==> config.mk <==
export PLATFORM = sky130hd
export DESIGN_NAME = mem_access
export DESIGN_NICKNAME = d
export VERILOG_FILES = /design/src/rtl/mem_access.sv
export SDC_FILE = /design/constraint.sdc
export NUM_CORES = 1
export LEC_CHECK = 0
export CORE_ASPECT_RATIO = 0.7
export CORE_MARGIN = 1
export CORE_UTILIZATION = 38
export DETAILED_ROUTE_END_ITERATION = 10
export DONT_BUFFER_PORTS = 1
export PLACE_DENSITY = 0.5
export SYNTH_ARGS = -nofsm -noshare
export SYNTH_HDL_FRONTEND = slang
export SYNTH_SLANG_ARGS = --single-unit
export TNS_END_PERCENT = 50
==> constraint.sdc <==
create_clock -name clk -period 3.9 [get_ports clk]
set_input_delay 0.39 -clock clk [delete_from_list [all_inputs] [get_ports clk]]
set_output_delay 0.39 -clock clk [all_outputs]
set_load 0.01 [all_outputs]
==> src/rtl/mem_access.sv <==
// rtl/mem_access.sv - MEM-stage data memory access unit with single-outstanding bus handshake
//
// Purpose: turns a MEM-stage load/store into one request on a ready-terminated
// data bus. It does the lane mapping for stores and the alignment and extension
// for loads, stalls the pipeline while the transfer is outstanding, and flags
// misaligned accesses instead of issuing them.
//
// Ports:
//   clk, rst              clock; asynchronous active-low reset
//   MEM_MemRead/Write     load / store present (both high = store)
//   MEM_MemByte/Half      access size (neither = word)
//   MEM_MemSignExt        sign-extend byte/half loads
//   MEM_Flush             discard the current access
//   MEM_ALU_Result        byte address
//   MEM_ReadData2         store data (low bits)
//   DataMem_Ready/RData   bus completion and read word
//   DataMem_Req/Write/Addr/WData/BE  registered bus request
//   MEM_ReadData          load result, valid in DONE only
//   MEM_Stall             hold MEM and upstream stages
//   MEM_ExcAdEL/AdES      misaligned load / store
module mem_access (
  input  logic        clk,
  input  logic        rst,
  input  logic        MEM_MemRead,
  input  logic        MEM_MemWrite,
  input  logic        MEM_MemByte,
  input  logic        MEM_MemHalf,
  input  logic        MEM_MemSignExt,
  input  logic        MEM_Flush,
  input  logic [31:0] MEM_ALU_Result,
  input  logic [31:0] MEM_ReadData2,
  input  logic        DataMem_Ready,
  input  logic [31:0] DataMem_RData,
  output logic        DataMem_Req,
  output logic        DataMem_Write,
  output logic [31:0] DataMem_Addr,
  output logic [31:0] DataMem_WData,
  output logic [3:0]  DataMem_BE,
  output logic [31:0] MEM_ReadData,
  output logic        MEM_Stall,
  output logic        MEM_ExcAdEL,
  output logic        MEM_ExcAdES
);

  typedef enum logic [1:0] {
    IDLE = 2'd0,
    BUSY = 2'd1,
    DONE = 2'd2
  } state_t;

  state_t      state;
  logic [1:0]  off;
  logic        valid;
  logic        is_store;
  logic        misaligned;
  logic        aligned_valid;
  logic [3:0]  be_next;
  logic [31:0] wdata_next;

  // Access attributes latched at issue so the load can be shaped on completion
  // even after the pipeline inputs have moved on.
  logic [1:0]  off_q;
  logic        byte_q;
  logic        half_q;
  logic        sext_q;
  logic        flushed_q;
  logic [31:0] load_q;
  logic [31:0] lane;
  logic [31:0] load_next;

  assign off           = MEM_ALU_Result[1:0];
  assign valid         = (MEM_MemRead | MEM_MemWrite) & ~MEM_Flush;
  assign is_store      = MEM_MemWrite;
  assign aligned_valid = valid & ~misaligned;

  always_comb begin
    misaligned = 1'b0;
    if (MEM_MemByte)      misaligned = 1'b0;
    else if (MEM_MemHalf) misaligned = off[0];
    else                  misaligned = |off;
  end

  // Gated by rst so the combinational outputs also read 0 while in reset.
  assign MEM_Stall   = rst & ((state == BUSY) | (aligned_valid & (state != DONE)));
  assign MEM_ExcAdEL = rst & valid & misaligned & ~is_store;
  assign MEM_ExcAdES = rst & valid & misaligned & is_store;

  always_comb begin
    be_next    = 4'b1111;
    wdata_next = MEM_ReadData2;
    if (MEM_MemByte) begin
      be_next    = 4'b0001 << off;
      wdata_next = {4{MEM_ReadData2[7:0]}};
    end else if (MEM_MemHalf) begin
      be_next    = 4'b0011 << off;
      wdata_next = {2{MEM_ReadData2[15:0]}};
    end
  end

  assign lane = DataMem_RData >> {off_q, 3'b000};

  always_comb begin
    load_next = DataMem_RData;
    if (byte_q)      load_next = {{24{sext_q & lane[7]}}, lane[7:0]};
    else if (half_q) load_next = {{16{sext_q & lane[15]}}, lane[15:0]};
  end

  assign MEM_ReadData = (state == DONE) ? load_q : 32'd0;

  always_ff @(posedge clk or negedge rst) begin
    if (!rst) begin
      state         <= IDLE;
      DataMem_Req   <= 1'b0;
      DataMem_Write <= 1'b0;
      DataMem_Addr  <= 32'd0;
      DataMem_WData <= 32'd0;
      DataMem_BE    <= 4'd0;
      off_q         <= 2'd0;
      byte_q        <= 1'b0;
      half_q        <= 1'b0;
      sext_q        <= 1'b0;
      flushed_q     <= 1'b0;
      load_q        <= 32'd0;
    end else begin
      case (state)
        IDLE: begin
          if (aligned_valid) begin
            state         <= BUSY;
            DataMem_Req   <= 1'b1;
            DataMem_Write <= is_store;
            DataMem_Addr  <= {MEM_ALU_Result[31:2], 2'b00};
            DataMem_WData <= wdata_next;
            DataMem_BE    <= be_next;
            off_q         <= off;
            byte_q        <= MEM_MemByte;
            half_q        <= ~MEM_MemByte & MEM_MemHalf;
            sext_q        <= MEM_MemSignExt;
            flushed_q     <= 1'b0;
          end
        end
        BUSY: begin
          // A flush cannot abort the bus, so remember it until completion.
          if (MEM_Flush) flushed_q <= 1'b1;
          if (DataMem_Ready) begin
            DataMem_Req <= 1'b0;
            if (flushed_q | MEM_Flush) begin
              state  <= IDLE;
              load_q <= 32'd0;
            end else begin
              state  <= DONE;
              load_q <= DataMem_Write ? 32'd0 : load_next;
            end
          end
        end
        DONE: begin
          state  <= IDLE;
          load_q <= 32'd0;
        end
        default: state <= IDLE;
      endcase
    end
  end

endmodule

==> out/qor.json, run 1 <==
{
  "final_layout": {
    "final_layout_size_suffix_gt1_frac": 0.245,
    "n_fill_cell": 1295,
    "syn2layout_area_growth_pct": 7.06,
    "n_antenna_cell": 0,
    "fin_nets": 545,
    "multi_input_area_sq_mm": 0.00245,
    "seq_area_sq_mm": 0.00270
  },
  "synth": {
    "synthesis.area_sq_mm": 0.00542,
    "synth_top_cell_by_area": "dfrtp_1",
    "yosys-top-cells-area": "dfrtp_1 (50%), mux2_2 (16%), a221o_1 (4.4%)",
    "synth-warning-count": 0,
    "synth.top_cell.area_share": 0.498,
    "synth.ff_latch_count": 108,
    "synthDistinctLibCells": 41,
    "synth.avg_cell_area_sq_um": 11.9,
    "number_of_cells_produced_by_synthesis": 455,
    "synth_seq_area_share": 0.498
  },
  "cts": {
    "clk_transition_reported_paths_ns": 0.07,
    "postCtsSetupRepairBufs": 0,
    "tritoncts.num_buffers": 9,
    "cts_repair_resize_count": 0,
    "clock_tree.htree_level_count": 3,
    "clk_latency_ns": 0.34,
    "hold_buffers": 1,
    "tritoncts_num_sinks": 108,
    "cts.root.buffer_cell": "clkbuf_16",
    "cts_max_path_bufs": 2,
    "tritoncts": "done"
  },
  "critical_path": {
    "regToRegStartpoint": "off_q[1]",
    "worstSetupStartpointType": "flip-flop",
    "reg2reg_slack_ns": 1.66,
    "path_class": "flip-flop to flip-flop",
    "cp_data_required_time_ns": 4.18,
    "worstRegToRegCells": 4,
    "r2r_end": "load_q[30]",
    "timing.critical_path.arrival_ns": 2.52,
    "worst_setup_path_end_kind": "flip-flop",
    "critical_path_peak_fanout": 21
  },
  "place": {
    "gpl.final_weighted_congestion": 0.826,
    "dp.final_hpwl_um": 9260,
    "io_buffers": 0,
    "dp_slack_ns": 1.68
  },
  "drt": {
    "detail_route.wl_per_cell_um": 20.9,
    "drt_iter0_drc": 151,
    "drt_first_pass_iters": 4,
    "drtAntennaViolNets": 0,
    "post-route-drc-count": 0,
    "routed-via-count": 3496,
    "route.final.wire_length_um": 13200,
    "viasPerCell": 5.54
  },
  "sta": {
    "fin_worst_hold_slack_ns": -0.0556,
    "drv_slew": 0,
    "clock-skew-final_ns": 0.00943,
    "setup_ws_ns": 1.66,
    "max_slew_headroom_at_the_worst_pin": 0.341,
    "setup_violators_final": 0,
    "final-hold-violation-count": 35,
    "finalWorstPathRequiredPeriod_ns": 2.24,
    "rsz0062_at_grt": "false",
    "max_slew.worst_pin.slew_ns": 0.985,
    "achievable-frequency_mhz": 447,
    "share_of_the_clock_period_used_by_the_worst_path": 0.574,
    "total_negative_slack_for_setup_checks_ns": 0
  },
  "power": {
    "cellLeakagePower_nw": 2.56,
    "vdd_drop_max_v": 0.000242,
    "power-per-cell-area_mw_per_mm2": 565
  },
  "global_route": {
    "grt.total_usage": 0.180,
    "grt_pass1_wl_um": 19800,
    "first_global_vias": 3390,
    "pin_count_of_the_biggest_net_entering_global_routing": 109,
    "grt_overflow": 0,
    "initial_antenna_violation_count": 1
  },
  "floorplanning": {
    "core_region_area_sq_mm": 0.0139,
    "chipHeight_um": 102,
    "rows": 36,
    "chipWidth_um": 145,
    "floorplan.io_pins": 210,
    "initial_core_util": 0.390,
    "design.die.area_sq_mm": 0.0148
  },
  "status": {
    "result_of_the_run": "finished with violations",
    "failed_checks": "negative hold slack"
  },
  "flow_run": {
    "drv_cap": 0
  },
  "hold_path": {
    "hold_class": "input port to asynchronous set/reset pin"
  }
}
-- Yosys cell counts (all sizes together) --
library cell and count:
dfrtp 108, mux2 86, and3 32, a221o 24, clkbuf 20, inv 19
o21ai 19, nor2 18, a21oi 15, buf 15, mux2i 13, nand2 12
nor2b 12, o2bb2ai 9, a2111oi 7, a22oi 7, nand2b 7, nand3 7
ha 4, and3b 2, nor3 2, nor4 2, o21a 2, or2 2
a211oi 1, a21o 1, and2b 1, conb 1, mux4 1, nand3b 1
nand4 1, nand4b 1, nor3b 1, o21ba 1, o31ai 1
-- registers in the layout, indices dropped and copies added (netlist names) --
register       count
half_q             1
DataMem_BE         4
state              2
byte_q             1
sext_q             1
DataMem_Req        1
DataMem_WData     32
flushed_q          1
load_q            32
DataMem_Write      1
DataMem_Addr      30
off_q              2
-- logic make-up after synthesis --
kind of cell,count (synthesis),share of synthesized area
AOI/OAI and AO/OA,87,0.123
adders and majority gates,4,0.00923
buffers and inverters,54,0.0515
DFF,108,0.498
muxes,100,0.209
other,1,0.000692
and+or+nand+nor,101,0.108
-- worst max-delay path, stage by stage (launching register included) --
cell	delay [ns]
dfrtp_1	0.83
mux4_2	0.42
mux2i_4	0.09
nor4_4	0.63
a221o_1	0.21
-- placed cells by master (no fill, tap or decap), drive strengths merged, types with 4 or more instances in the layout --
cell type / n
nand2: 12
inv: 23
a22oi: 7
o2bb2ai: 9
clkbuf: 10
ha: 4
mux2: 86
a21oi: 15
nor2b: 12
and3: 32
nand2b: 7
mux2i: 13
a2111oi: 7
buf: 4
o21ai: 19
nand3: 7
a221o: 24
dfrtp: 108
nor2: 18
-- report_power, final --
group / internal, mW / switching (mW) / leakage [nW] / total [mW]
logic: 0.350 / 0.253 / 1.09 / 0.603
registers: 1.41 / 0.376 / 1.34 / 1.79
clock network: 0.448 / 0.440 / 0.134 / 0.888
total: 2.21 / 1.07 / 2.56 / 3.28
-- area by class of cell --
cell class | instances | share of cell area
tap | 190 | 0.0410
clock inverter | 6 | 0.00948
multi-input combinational | 294 | 0.421
sequential | 108 | 0.466
inverter | 19 | 0.0123
timing repair buffer | 4 | 0.0108
clock buffer | 10 | 0.0394
-- layer usage --
metal / part of all wire / up-vias / GRT usage / wire [um]
li1: - / 1640 / - / -
met3: 0.098 / 11 / 0.0787 / 1290
met5: 0.00099 / - / 0 / 13
met4: 0.0085 / 2 / 0.0429 / 112
met1: 0.48 / 1701 / 0.261 / 6340
met2: 0.41 / 142 / 0.241 / 5410
-- how the worst max path moves through the flow --
stage                        to  slack (ns)         startpoint  cells after the start
4_1_cts        MEM_ReadData[15]        1.61           state[0]                      2
3_5_place_dp         load_q[21]        1.68           state[1]                      5
2_1_floorplan  DataMem_Addr[10]        1.93  MEM_ALU_Result[0]                      7
3_3_place_gp         load_q[22]        1.76           state[1]                      5
5_1_grt              load_q[21]        1.43           state[1]                      5
6_report             load_q[30]        1.66           off_q[1]                      4
-- stage by stage --
| stage | hold WS [ns] | utilization | cells | area [sq um] | power, mW |
|---|---|---|---|---|---|
| floorplan | 0.0944 | - | 456 | 5430 | 2.25 |
| global placement | 0.0971 | 0.395 | 614 | 5490 | 2.37 |
| detailed placement | 0.0977 | 0.395 | 614 | 5490 | 2.39 |
| CTS | 0.00684 | 0.417 | 631 | 5800 | 3.33 |
| global route | 0.00723 | 0.417 | 631 | 5800 | 3.48 |
| finish | -0.0556 | 0.417 | 631 | 5800 | 3.28 |
(Power assumes the default switching activity.)
==> run 2: changes to the inputs <==
--- a/config.mk
+++ b/config.mk
@@ -10,7 +10,7 @@
 export CORE_UTILIZATION = 38
 export DETAILED_ROUTE_END_ITERATION = 10
 export DONT_BUFFER_PORTS = 1
-export PLACE_DENSITY = 0.5
+export PLACE_DENSITY = 0.52
 export SYNTH_ARGS = -nofsm -noshare
 export SYNTH_HDL_FRONTEND = slang
 export SYNTH_SLANG_ARGS = --single-unit
==> constraint.sdc (replaced) <==
create_clock -name clk -period 2.05 [get_ports clk]
set_input_delay 0.205 -clock clk [delete_from_list [all_inputs] [get_ports clk]]
set_output_delay 0.205 -clock clk [all_outputs]
set_load 0.01 [all_outputs]
==> out/qor.json, run 2 (same netlist as run 1, synthesis figures left out) <==
{
  "cts": {
    "hold_buffers": {"value": 65, "change": "+64"},
    "tritoncts_num_sinks": {"value": 108, "change": "unchanged"},
    "cts_max_path_bufs": {"value": 2, "change": "unchanged"},
    "cts.root.buffer_cell": "clkbuf_16",
    "clk_transition_reported_paths": {"value": 0.08, "unit": "ns", "change": "about the same"},
    "clk_latency": {"value": 0.35, "unit": "ns", "change": "about the same"},
    "clock_tree.htree_level_count": {"value": 3, "change": "unchanged"},
    "tritoncts": "done",
    "tritoncts.num_buffers": {"value": 9, "change": "unchanged"}
  },
  "global_route": {
    "grt_pass1_wl": {"value": 21300, "unit": "um", "change": "+7.7%"},
    "initial_antenna_violation_count": {"value": 1, "change": "unchanged"},
    "grt_overflow": {"value": 0, "change": "unchanged"},
    "grt.total_usage": {"value": 0.193, "change": "+0.0136"},
    "first_global_vias": {"value": 3815, "change": "+13%"},
    "pin_count_of_the_biggest_net_entering_global_routing": {"value": 111, "change": "+1.8%"}
  },
  "drt": {
    "drt_iter0_drc": {"value": 136, "change": "-9.9%"},
    "maxUsedRoutingLayer": "met4",
    "drtAntennaViolNets": {"value": 0, "change": "unchanged"},
    "viasPerCell": {"value": 5.39, "change": "-2.7%"},
    "wirelength_met1": {"value": 6540, "unit": "um", "change": "+3.1%"},
    "detail_route.wl_per_cell": {"value": 19.7, "unit": "um", "change": "-5.5%"},
    "route.final.wire_length": {"value": 14100, "unit": "um", "change": "+7.0%"},
    "drt_first_pass_iters": {"value": 4, "change": "unchanged"},
    "routed-via-count": {"value": 3848, "change": "+10%"},
    "met3RoutedLength": {"value": 1340, "unit": "um", "change": "+4.0%"},
    "met2RoutedLength": {"value": 6060, "unit": "um", "change": "+12%"},
    "post-route-drc-count": {"value": 0, "change": "unchanged"}
  },
  "sta": {
    "rsz0062_at_grt": "false",
    "drv_slew": {"value": 0, "change": "unchanged"},
    "max_slew_headroom_at_the_worst_pin": {"value": 0.327, "change": "-0.0141"},
    "setup_violators_final": {"value": 0, "change": "unchanged"},
    "share_of_the_clock_period_used_by_the_worst_path": {"value": 0.919, "change": "+0.345"},
    "clock-skew-final": {"value": 0.00763, "unit": "ns", "change": "-0.00181 ns"},
    "final-hold-violation-count": {"value": 108, "change": "+210%"},
    "fin_worst_hold_slack": {"value": -0.463, "unit": "ns", "change": "-0.407 ns"},
    "max_slew.worst_pin.slew": {"value": 1.01, "unit": "ns", "change": "+0.0211 ns"},
    "achievable-frequency": {"value": 531, "unit": "MHz", "change": "+19%"},
    "total_negative_slack_for_setup_checks": {"value": 0, "unit": "ns", "change": "unchanged"},
    "finalWorstPathRequiredPeriod": {"value": 1.88, "unit": "ns", "change": "-0.355 ns"}
  },
  "floorplanning": {
    "rows": {"value": 36, "change": "unchanged"},
    "core_region_area": {"value": 0.0139, "unit": "sq mm", "change": "unchanged"},
    "design.die.area": {"value": 0.0148, "unit": "sq mm", "change": "unchanged"},
    "chipWidth": {"value": 145, "unit": "um", "change": "unchanged"},
    "floorplan.io_pins": {"value": 210, "change": "unchanged"},
    "chipHeight": {"value": 102, "unit": "um", "change": "unchanged"},
    "initial_core_util": {"value": 0.390, "change": "unchanged"}
  },
  "final_layout": {
    "seq_area": {"value": 0.00270, "unit": "sq mm", "change": "unchanged"},
    "mostFrequentLayoutCell": "dfrtp_1",
    "final_design_area_no_fill": {"value": 0.00658, "unit": "sq mm", "change": "+13%"},
    "final_cell_mix": "dfrtp_1 (108), mux2_2 (79), dlygate4sd3_1 (65)",
    "syn2layout_area_growth_pct": 21.3,
    "fin_nets": {"value": 628, "change": "+15%"},
    "top_regs": "DataMem_WData (32), load_q (32), DataMem_Addr (30)",
    "multi_input_area": {"value": 0.00245, "unit": "sq mm", "change": "unchanged"},
    "final_layout_size_suffix_gt1_frac": {"value": 0.243, "change": "-0.00207"},
    "n_fill_cell": {"value": 1252, "change": "-3.3%"},
    "finalNonFillerCells": {"value": 714, "change": "+13%"}
  },
  "power": {
    "power-per-cell-area": {"value": 972, "unit": "mW/mm^2", "change": "+72%"},
    "total_power": {"value": 6.40, "unit": "mW", "change": "+95%"},
    "cellLeakagePower": {"value": 2.92, "unit": "nW", "change": "+14%"},
    "vdd_drop_max": {"value": 0.000455, "unit": "V", "change": "+88%"}
  },
  "flow_run": {
    "drv_cap": {"value": 0, "change": "unchanged"}
  },
  "place": {
    "post_dp_cell_area": {"value": 0.00565, "unit": "sq mm", "change": "+2.8%"},
    "dp.final_hpwl": {"value": 9660, "unit": "um", "change": "+4.3%"},
    "place_inst": {"value": 633, "change": "+3.1%"},
    "gpl.final_weighted_congestion": {"value": 0.749, "change": "-9.3%"},
    "io_buffers": {"value": 0, "change": "unchanged"}
  },
  "status": {
    "result_of_the_run": "finished with violations",
    "failed_checks": "negative hold slack"
  },
  "critical_path": {
    "crit_path_max_incr_delay": {"value": 0.60, "unit": "ns", "change": "-0.23 ns"},
    "timing.critical_path.arrival": {"value": 2.11, "unit": "ns", "change": "-0.41 ns"},
    "cp_data_required_time": {"value": 2.28, "unit": "ns", "change": "-1.90 ns"},
    "path_cells": "buf_4 > buf_4 > nand3_1 > a21oi_1 > a2111oi_0 > buf_4 > o2bb2ai_1",
    "path_class": "flip-flop to flip-flop",
    "critical_path_peak_fanout": {"value": 15, "change": "-29%"},
    "path_common_cell": "buf_4",
    "timing.critical_path.slowest_stage_cell": "a2111oi_0",
    "worstSetupStartpointType": "flip-flop",
    "worst_setup_path_end_kind": "flip-flop"
  },
  "hold_path": {
    "hold_class": "input port to asynchronous set/reset pin"
  }
}
[run 2: cell count changes in the layout (fill, tap and decap cells not counted)]
cell	change
clkinv_4	+2
buf_16	-1
inv_8	-2
buf_4	+18
dlygate4sd3_1	+65
clkinvlp_4	-1
clkinv_2	+1
inv_1	-1
buf_12	+1
diode_2	+1
inv_6	+1
clkbuf_1	-1
[run 2: cell type report]
cell class / count / share of cell area
Sequential cell: 108 / 0.411
Multi-Input combinational cell: 294 / 0.372
Timing Repair Buffer: 87 / 0.128
Tap cell: 190 / 0.0361
Clock buffer: 9 / 0.0342
Inverter: 19 / 0.0114
Clock inverter: 6 / 0.00742
Antenna cell: 1 / 0.000380
[run 2: critical path: cells and delay by family (launching register included)]
family / cells / cell delay (ns)
buffers and inverters: 3 / 0.57
AOI/OAI and AO/OA: 3 / 0.73
DFF: 1 / 0.37
and+or+nand+nor: 1 / 0.09
[run 2: what timing repair did]
| item | in CTS | in global routing |
|---|---|---|
| setup endpoints to repair | 0 | 18 |
| endpoints found under the hold margin | 173 | 108 |
| resized for setup | 0 | 1 |
| buffers inserted | 0 | 0 |
[run 2: power by group]
part,total [mW],switching (mW),internal (mW)
Clock,1.66,0.828,0.834
Sequential,3.28,0.596,2.69
Combinational,1.45,0.619,0.833
Total,6.40,2.04,4.35
[run 2: stage by stage]
stage          worst slack [ns]  utilization
3_3_place_gp              0.178        0.406
6_report                  0.166        0.473
5_1_grt                  0.0192        0.473
3_5_place_dp              0.150        0.406
4_1_cts                  0.0535        0.472
2_1_floorplan             0.268            -
[run 2: path summary, 6_finish.rpt]
| path | start | endpoint | slack (ns) | cells after the start |
|---|---|---|---|---|
| min in group clk | DataMem_RData[6] | load_q[6] | 0.02 | 1 |
| min | rst | DataMem_WData[6] | -0.46 | 0 |
| max | half_q | load_q[8] | 0.17 | 7 |
| min reg2reg | flushed_q | state[1] | 0.48 | 1 |
| max in group asynchronous | rst | DataMem_Addr[28] | 2.36 | 0 |
| max reg2reg | half_q | load_q[8] | 0.17 | 7 |
[run 2: per-layer routing]
layer | up-vias | GRT usage
met5 | - | 0
met4 | 0 | 0.0543
met3 | 10 | 0.0708
met2 | 159 | 0.281
met1 | 1898 | 0.270
li1 | 1781 | -
